**src/rtl/frame_sum_accumulator_pkg.sv**
```systemverilog
// ============================================================================
// Module  : frame_sum_pkg
// Purpose : Shared state encoding and default widths for frame_sum_accumulator.
// Revision: 1.0
// ============================================================================
`default_nettype none

package frame_sum_pkg;

  localparam int DEF_WIDTH = 32;
  localparam int DEF_CNT_W = 16;

  typedef enum logic [1:0] {
    IDLE  = 2'd0,
    ACCUM = 2'd1,
    HOLD  = 2'd2
  } state_e;

endpackage

`default_nettype wire

```
**src/rtl/frame_sum_accumulator_if.sv**
```systemverilog
// ============================================================================
// Module  : frame_sum_accumulator_if
// Purpose : Operand-in / result-out handshake bundle for the frame accumulator.
// Revision: 1.0
// ============================================================================
`default_nettype none

interface frame_sum_accumulator_if
  import frame_sum_pkg::*;
#(
  parameter int WIDTH = DEF_WIDTH,
  parameter int CNT_W = DEF_CNT_W
);

  logic             in_valid;
  logic             in_ready;
  logic [WIDTH-1:0] in_data;
  logic             in_last;
  logic             out_valid;
  logic             out_ready;
  logic [WIDTH-1:0] out_sum;
  logic             out_carry;
  logic             out_overflow;
  logic [CNT_W-1:0] out_count;

  // Source of operands and sink of results
  modport master (
    output in_valid, in_data, in_last, out_ready,
    input  in_ready, out_valid, out_sum, out_carry, out_overflow, out_count
  );

  // The accumulator itself
  modport slave (
    input  in_valid, in_data, in_last, out_ready,
    output in_ready, out_valid, out_sum, out_carry, out_overflow, out_count
  );

endinterface

`default_nettype wire

```
**src/rtl/frame_sum_accumulator_add_core.sv**
```systemverilog
// ============================================================================
// Module  : add_core_w
// Purpose : Combinational WIDTH-bit adder with carry-in and carry-out.
// Revision: 1.0
// ============================================================================
`default_nettype none

module add_core_w #(
  parameter int WIDTH = 32
) (
  input  logic [WIDTH-1:0] a_i,
  input  logic [WIDTH-1:0] b_i,
  input  logic             cin_i,
  output logic [WIDTH-1:0] sum_o,
  output logic             cout_o
);

  assign {cout_o, sum_o} = {1'b0, a_i} + {1'b0, b_i} + {{WIDTH{1'b0}}, cin_i};

endmodule

`default_nettype wire

```
**src/rtl/frame_sum_accumulator.sv**
```systemverilog
// ============================================================================
// Module  : frame_sum_accumulator
// Purpose : Sums operand beats per frame; emits sum, sticky carry/overflow, count.
// Revision: 1.0
// ============================================================================
`default_nettype none

module frame_sum_accumulator
  import frame_sum_pkg::*;
#(
  parameter int WIDTH    = DEF_WIDTH,
  parameter int CNT_W    = DEF_CNT_W,
  parameter int SATURATE = 0
) (
  input  logic                    clk,
  input  logic                    rst_n,
  frame_sum_accumulator_if.slave  bus
);

  localparam int MSB = WIDTH - 1;

  state_e           state_q, state_d;
  logic [WIDTH-1:0] acc_q, acc_d;
  logic             carry_q, carry_d;
  logic             ovf_q, ovf_d;
  logic [CNT_W-1:0] cnt_q, cnt_d;
  logic             in_ready_q, in_ready_d;

  logic [WIDTH-1:0] res_sum_q, res_sum_d;
  logic             res_carry_q, res_carry_d;
  logic             res_ovf_q, res_ovf_d;
  logic [CNT_W-1:0] res_cnt_q, res_cnt_d;

  logic             accept;
  logic             in_frame;
  logic [WIDTH-1:0] add_a;
  logic [WIDTH-1:0] add_sum;
  logic             add_cout;
  logic             beat_ovf;
  logic             frame_carry;
  logic             frame_ovf;
  logic [WIDTH-1:0] frame_acc;
  logic [CNT_W-1:0] frame_cnt;

  assign accept   = bus.in_valid && in_ready_q;
  assign in_frame = (state_q == ACCUM);

  // First beat of a frame adds onto zero, so its flags come out clear
  assign add_a = in_frame ? acc_q : '0;

  add_core_w #(
    .WIDTH (WIDTH)
  ) u_add (
    .a_i    (add_a),
    .b_i    (bus.in_data),
    .cin_i  (1'b0),
    .sum_o  (add_sum),
    .cout_o (add_cout)
  );

  assign beat_ovf    = (add_a[MSB] == bus.in_data[MSB]) && (add_sum[MSB] != add_a[MSB]);
  assign frame_carry = (in_frame && carry_q) || add_cout;
  assign frame_ovf   = (in_frame && ovf_q) || beat_ovf;
  assign frame_acc   = ((SATURATE != 0) && frame_carry) ? {WIDTH{1'b1}} : add_sum;
  assign frame_cnt   = !in_frame ? CNT_W'(1)
                     : (&cnt_q)  ? cnt_q
                     :             cnt_q + CNT_W'(1);

  always_comb begin
    state_d     = state_q;
    acc_d       = acc_q;
    carry_d     = carry_q;
    ovf_d       = ovf_q;
    cnt_d       = cnt_q;
    res_sum_d   = res_sum_q;
    res_carry_d = res_carry_q;
    res_ovf_d   = res_ovf_q;
    res_cnt_d   = res_cnt_q;

    case (state_q)
      IDLE, ACCUM: begin
        if (accept) begin
          acc_d   = frame_acc;
          carry_d = frame_carry;
          ovf_d   = frame_ovf;
          cnt_d   = frame_cnt;
          if (bus.in_last) begin
            state_d     = HOLD;
            res_sum_d   = frame_acc;
            res_carry_d = frame_carry;
            res_ovf_d   = frame_ovf;
            res_cnt_d   = frame_cnt;
          end else begin
            state_d = ACCUM;
          end
        end
      end
      HOLD: begin
        if (bus.out_ready) begin
          state_d = IDLE;
          acc_d   = '0;
          carry_d = 1'b0;
          ovf_d   = 1'b0;
          cnt_d   = '0;
        end
      end
      default: begin
        state_d = IDLE;
      end
    endcase

    in_ready_d = (state_d != HOLD);
  end

  // in_ready is registered so it stays low until the first edge after reset release
  always_ff @(posedge clk or negedge rst_n) begin
    if (!rst_n) begin
      state_q     <= IDLE;
      acc_q       <= '0;
      carry_q     <= 1'b0;
      ovf_q       <= 1'b0;
      cnt_q       <= '0;
      in_ready_q  <= 1'b0;
      res_sum_q   <= '0;
      res_carry_q <= 1'b0;
      res_ovf_q   <= 1'b0;
      res_cnt_q   <= '0;
    end else begin
      state_q     <= state_d;
      acc_q       <= acc_d;
      carry_q     <= carry_d;
      ovf_q       <= ovf_d;
      cnt_q       <= cnt_d;
      in_ready_q  <= in_ready_d;
      res_sum_q   <= res_sum_d;
      res_carry_q <= res_carry_d;
      res_ovf_q   <= res_ovf_d;
      res_cnt_q   <= res_cnt_d;
    end
  end

  assign bus.in_ready     = in_ready_q;
  assign bus.out_valid    = (state_q == HOLD);
  assign bus.out_sum      = res_sum_q;
  assign bus.out_carry    = res_carry_q;
  assign bus.out_overflow = res_ovf_q;
  assign bus.out_count    = res_cnt_q;

endmodule

`default_nettype wire

```
**src/flat_wrapper.sv**
```systemverilog
// flat-port wrapper written by rule: the top's interface ports become plain ports
module frame_sum_accumulator_flat import frame_sum_pkg::*;
#(
  parameter int WIDTH    = DEF_WIDTH,
  parameter int CNT_W    = DEF_CNT_W,
  parameter int SATURATE = 0
)
  (clk, rst_n, bus_in_valid, bus_in_data, bus_in_last, bus_out_ready, bus_in_ready, bus_out_valid, bus_out_sum, bus_out_carry, bus_out_overflow, bus_out_count);
  frame_sum_accumulator_if #(.WIDTH(WIDTH), .CNT_W(CNT_W)) bus_i ();
  input  logic clk;
  input  logic rst_n;
  input wire logic [$bits(bus_i.in_valid)-1:0] bus_in_valid;
  input wire logic [$bits(bus_i.in_data)-1:0] bus_in_data;
  input wire logic [$bits(bus_i.in_last)-1:0] bus_in_last;
  input wire logic [$bits(bus_i.out_ready)-1:0] bus_out_ready;
  output wire logic [$bits(bus_i.in_ready)-1:0] bus_in_ready;
  output wire logic [$bits(bus_i.out_valid)-1:0] bus_out_valid;
  output wire logic [$bits(bus_i.out_sum)-1:0] bus_out_sum;
  output wire logic [$bits(bus_i.out_carry)-1:0] bus_out_carry;
  output wire logic [$bits(bus_i.out_overflow)-1:0] bus_out_overflow;
  output wire logic [$bits(bus_i.out_count)-1:0] bus_out_count;
  assign bus_i.in_valid = bus_in_valid;
  assign bus_i.in_data = bus_in_data;
  assign bus_i.in_last = bus_in_last;
  assign bus_i.out_ready = bus_out_ready;
  assign bus_in_ready = bus_i.in_ready;
  assign bus_out_valid = bus_i.out_valid;
  assign bus_out_sum = bus_i.out_sum;
  assign bus_out_carry = bus_i.out_carry;
  assign bus_out_overflow = bus_i.out_overflow;
  assign bus_out_count = bus_i.out_count;
  frame_sum_accumulator #(.WIDTH(WIDTH), .CNT_W(CNT_W), .SATURATE(SATURATE)) u_core (.clk(clk), .rst_n(rst_n), .bus(bus_i));
endmodule
```
**config.mk**
```make
export PLATFORM = sky130hd
export DESIGN_NAME = frame_sum_accumulator_flat
export DESIGN_NICKNAME = d
export VERILOG_FILES = /design/src/rtl/frame_sum_accumulator_pkg.sv /design/src/rtl/frame_sum_accumulator_if.sv /design/src/rtl/frame_sum_accumulator_add_core.sv /design/src/rtl/frame_sum_accumulator.sv /design/src/flat_wrapper.sv
export SDC_FILE = /design/constraint.sdc
export NUM_CORES = 1
export LEC_CHECK = 0
export ABC_AREA = 1
export CORE_MARGIN = 5
export CORE_UTILIZATION = 51
export CTS_CLUSTER_SIZE = 24
export DETAILED_ROUTE_END_ITERATION = 8
export PLACE_DENSITY = 0.78
export SLEW_MARGIN = 20
export SYNTH_ARGS = -nofsm -noshare
export SYNTH_HDL_FRONTEND = slang
export SYNTH_SLANG_ARGS = --single-unit
```
**constraint.sdc**
```tcl
create_clock -name clk -period 2.36 [get_ports clk]
set_clock_uncertainty 0.05 [all_clocks]
set_input_delay 0.472 -clock clk [delete_from_list [all_inputs] [get_ports clk]]
set_output_delay 0.472 -clock clk [all_outputs]
set_load 0.02 [all_outputs]
```
==> run_results.csv <==
group,metric,value,unit
global_routing,use_met3,4.803,%
floorplanning,initial_core_util,51.81,%
detailed_routing,wl_per_cell,21.88,um
clock_network,cts_tree,"done",
layout,diodes,0,
timing,drv_slew,0,
hold_path,min_path_type,"input port to asynchronous set/reset pin",
detailed_routing,drt-pass1-iter-count,6,
global_routing,gr-max-usage-layer,"met2",
yosys,mappedNetlistArea,6539,um^2
placed_design,port_buffers,88,
setup_path,cp.required,2.60,ns
yosys,yosys.cell_count.top_type,"nand2_1",
timing,slew_headroom,63.37,%
layout,drive_above_1_share,34.57,%
layout,synthToLayoutAreaGrowth,56.35,%
floorplanning,die_y,123.2,um
global_routing,grt_overflow_total,0,
timing,fin_crit,3.005,ns
timing,fin_crit_sh,127.4,%
clock_network,htree_levels,3,
placed_design,dpl.hpwl,13.61,mm
clock_network,numCtsBuffers,9,
clock_network,cts_buffer_depth,2,
yosys,synth_nets,988,
yosys,yosys_most_used_dff,"dfrtp_1",
detailed_routing,antenna_left,0,
layout,final_util,81.01,%
yosys,netlist_instances,917,
yosys,ys_types,43,
yosys,yosysSeqAreaShare,39.42,%
setup_path,end_kind,"register",
global_routing,globalRouteMet2Util,43.15,%
yosys,async_reset_ff_share,100.0,%
floorplanning,core,12620,um^2
placed_design,postPlaceCellArea,8250,um^2
placed_design,gp_congestion,0.9283,
status,violations,"setup timing",
clock_network,clock-root-buffer,"clkbuf_16",
setup_path,rr_startpoint,"u_core.state_q[1]",
global_routing,grt_max_degree,40,
yosys,synth_edf_count,0,
layout,final_cell_area,10220,um^2
setup_path,reg2reg_depth,16,
yosys,yosysTopAreaCell,"dfrtp_1",
setup_path,path_max_fanout,6,
detailed_routing,drt_iter0_markers,1064,
clock_network,clk_pin_slew,0.08,ns
timing,rsz0062_at_grt,"true",
global_routing,track_usage,25.48,%
power_and_ir_drop,power,10990,uW
setup_path,critPathLaunch,"u_core.state_q[1]",
yosys,ys_top_cells_by_area,"dfrtp_1 (39%), nand2_1 (16%), inv_1 (6.4%), ha_1 (6.3%), o21ai_0 (5.1%)",
floorplanning,num_rows,41,
global_routing,grt_pass1_vias,6632,
detailed_routing,via_count,7965,
clock_network,insertion_delay,0.37,ns
run,cap_violations,0,
floorplanning,ios,89,
status,status,"complete, but fails checks",
setup_path,rrSetupSlack,-0.65,ns
global_routing,grt_pass1_wl,30.59,mm
detailed_routing,drt_wl_total,27.94,mm
yosys,synth_common_cells,"nand2_1 (274), inv_1 (112), dfrtp_1 (103)",
floorplanning,fp.dieW,123.2,um
detailed_routing,drc,0,
yosys,ys_ff_latch,103,
global_routing,antenna_found_initial,0,
timing,worst_slew_pin_slew,0.5494,ns
timing,setup-violations-final,57,
floorplanning,die-area,15190,um^2
timing,setup_tns,-15.29,ns
setup_path,cp-endpoint,"u_core.acc_q[22]",
timing,max_freq,332.7,MHz
power_and_ir_drop,powerDensity,1075,nW/um^2
timing,hold_violations,0,
layout,layout.nets,1171,
setup_path,r2r-end,"u_core.acc_q[22]",
setup_path,path_class,"register to register",
yosys,postSynthAreaPerCell,7.131,um^2
power_and_ir_drop,leakage,0.004818,uW
clock_network,cts_num_sinks,103,
yosys,yosys_warnings,0,
setup_path,cp-start-kind,"register",
detailed_routing,via_per_inst,6.237,
timing,fin_ws,-0.6455,ns
power_and_ir_drop,vdd_ir_drop_max,0.7168,mV
setup_path,crit_arrival,3.25,ns
yosys,synth.top_cell.area_share,39.42,%
global_routing,grt.met1_usage,33.26,%
[worst max-delay path, cell delays in order (launching register included)]
cell and delay [ns]:
dfrtp_1 0.43, nor2_4 0.16, clkinv_4 0.13, clkbuf_16 0.22, buf_12 0.15, nor2_4 0.09
ha_4 0.21, nand2_4 0.12, nor2_2 0.13, inv_1 0.13, nor2_2 0.35, o21ai_1 0.21
nand3_1 0.13, nand2_1 0.05, nand2_1 0.13, nand2_1 0.10, o21ai_1 0.13
[through the flow]
stage,hold slack [ns],setup slack (ns),std cells
3_5_place_dp,0.4154,-0.3377,1239
3_3_place_gp,0.4134,-0.3060,1239
6_report,0.02903,-0.6455,1277
5_1_grt,0.06244,-0.7521,1277
4_1_cts,0.04628,-0.1099,1262
2_1_floorplan,0.1264,-0.02206,917
[layout make-up]
cell class / count / area [um^2]
clock buffer: 10 / 229.0
clock inverter: 6 / 76.32
fill: 710 / 2396
inverter: 117 / 444.2
multi-input combinational: 673 / 4855
sequential: 103 / 2577
tap: 172 / 215.2
timing repair buffer: 196 / 1827
[worst min path at each step]
stage,from,slack (ns),endpoint,depth (start not counted)
global placement,u_core.acc_q[26],0.41,u_core.acc_q[26],2
CTS,rst_n,0.05,u_core.bus.out_sum[9],1
detailed placement,u_core.ovf_q,0.42,u_core.ovf_q,2
floorplan,rst_n,0.13,u_core.acc_q[0],0
finish,rst_n,0.03,u_core.bus.out_sum[15],1
global route,rst_n,0.06,u_core.bus.out_sum[15],1
[kinds of logic (layout without fill, tap and decap cells)]
kind of cell	after synthesis	after routing	synth area share (%)
buf+inv	141	329	8.132
simple gates	472	472	31.13
fa+ha+maj	34	34	6.621
xor+xnor	16	16	2.143
flops	103	103	39.42
compound gates	151	151	12.55
[per-layer routing]
metal  vias to the layer above  routed length (um)
li1                       3327                   -
met1                      3732                9363
met2                       652               12990
met3                       254                3188
met4                         0                2404
met5                         -                   0
[flip-flops by register name, indices dropped and copies added, names as in the netlist]
name and count:
u_core.acc_q 32, u_core.bus.out_sum 32, u_core.bus.out_count 16, u_core.cnt_q 16
u_core.state_q 2, u_core.bus.in_ready 1, u_core.bus.out_carry 1, u_core.bus.out_overflow 1
u_core.carry_q 1, u_core.ovf_q 1
[power breakdown]
group	switching [uW]	internal, uW	total [uW]
clock	763	845	1610
combinational	3860	2760	6630
sequential	384	2370	2760
total	5010	5980	11000
[what timing repair did]
action | CTS | global route
buffers inserted | 7 | 14
pin swaps | 14 | 86
gates resized for setup | 63 | 307
hold buffers | 0 | 0
setup endpoints to repair | 51 | 57
cloned | 0 | 3
[placed cells by master (no fill, tap or decap), types with 13 or more instances in the layout]
cell type	instances
a21oi_2	20
buf_4	92
nand3_2	16
nand3_1	49
o21ai_1	39
a21oi_4	13
ha_4	26
nor2_1	34
inv_1	98
nor2_2	21
nand2_4	22
dfrtp_1	103
nand2_1	211
nand2_2	43
inv_2	17
clkdlybuf4s50_1	86
nor2_4	36
o21ai_0	33
Note: power is estimated with default switching activity, not from simulation.
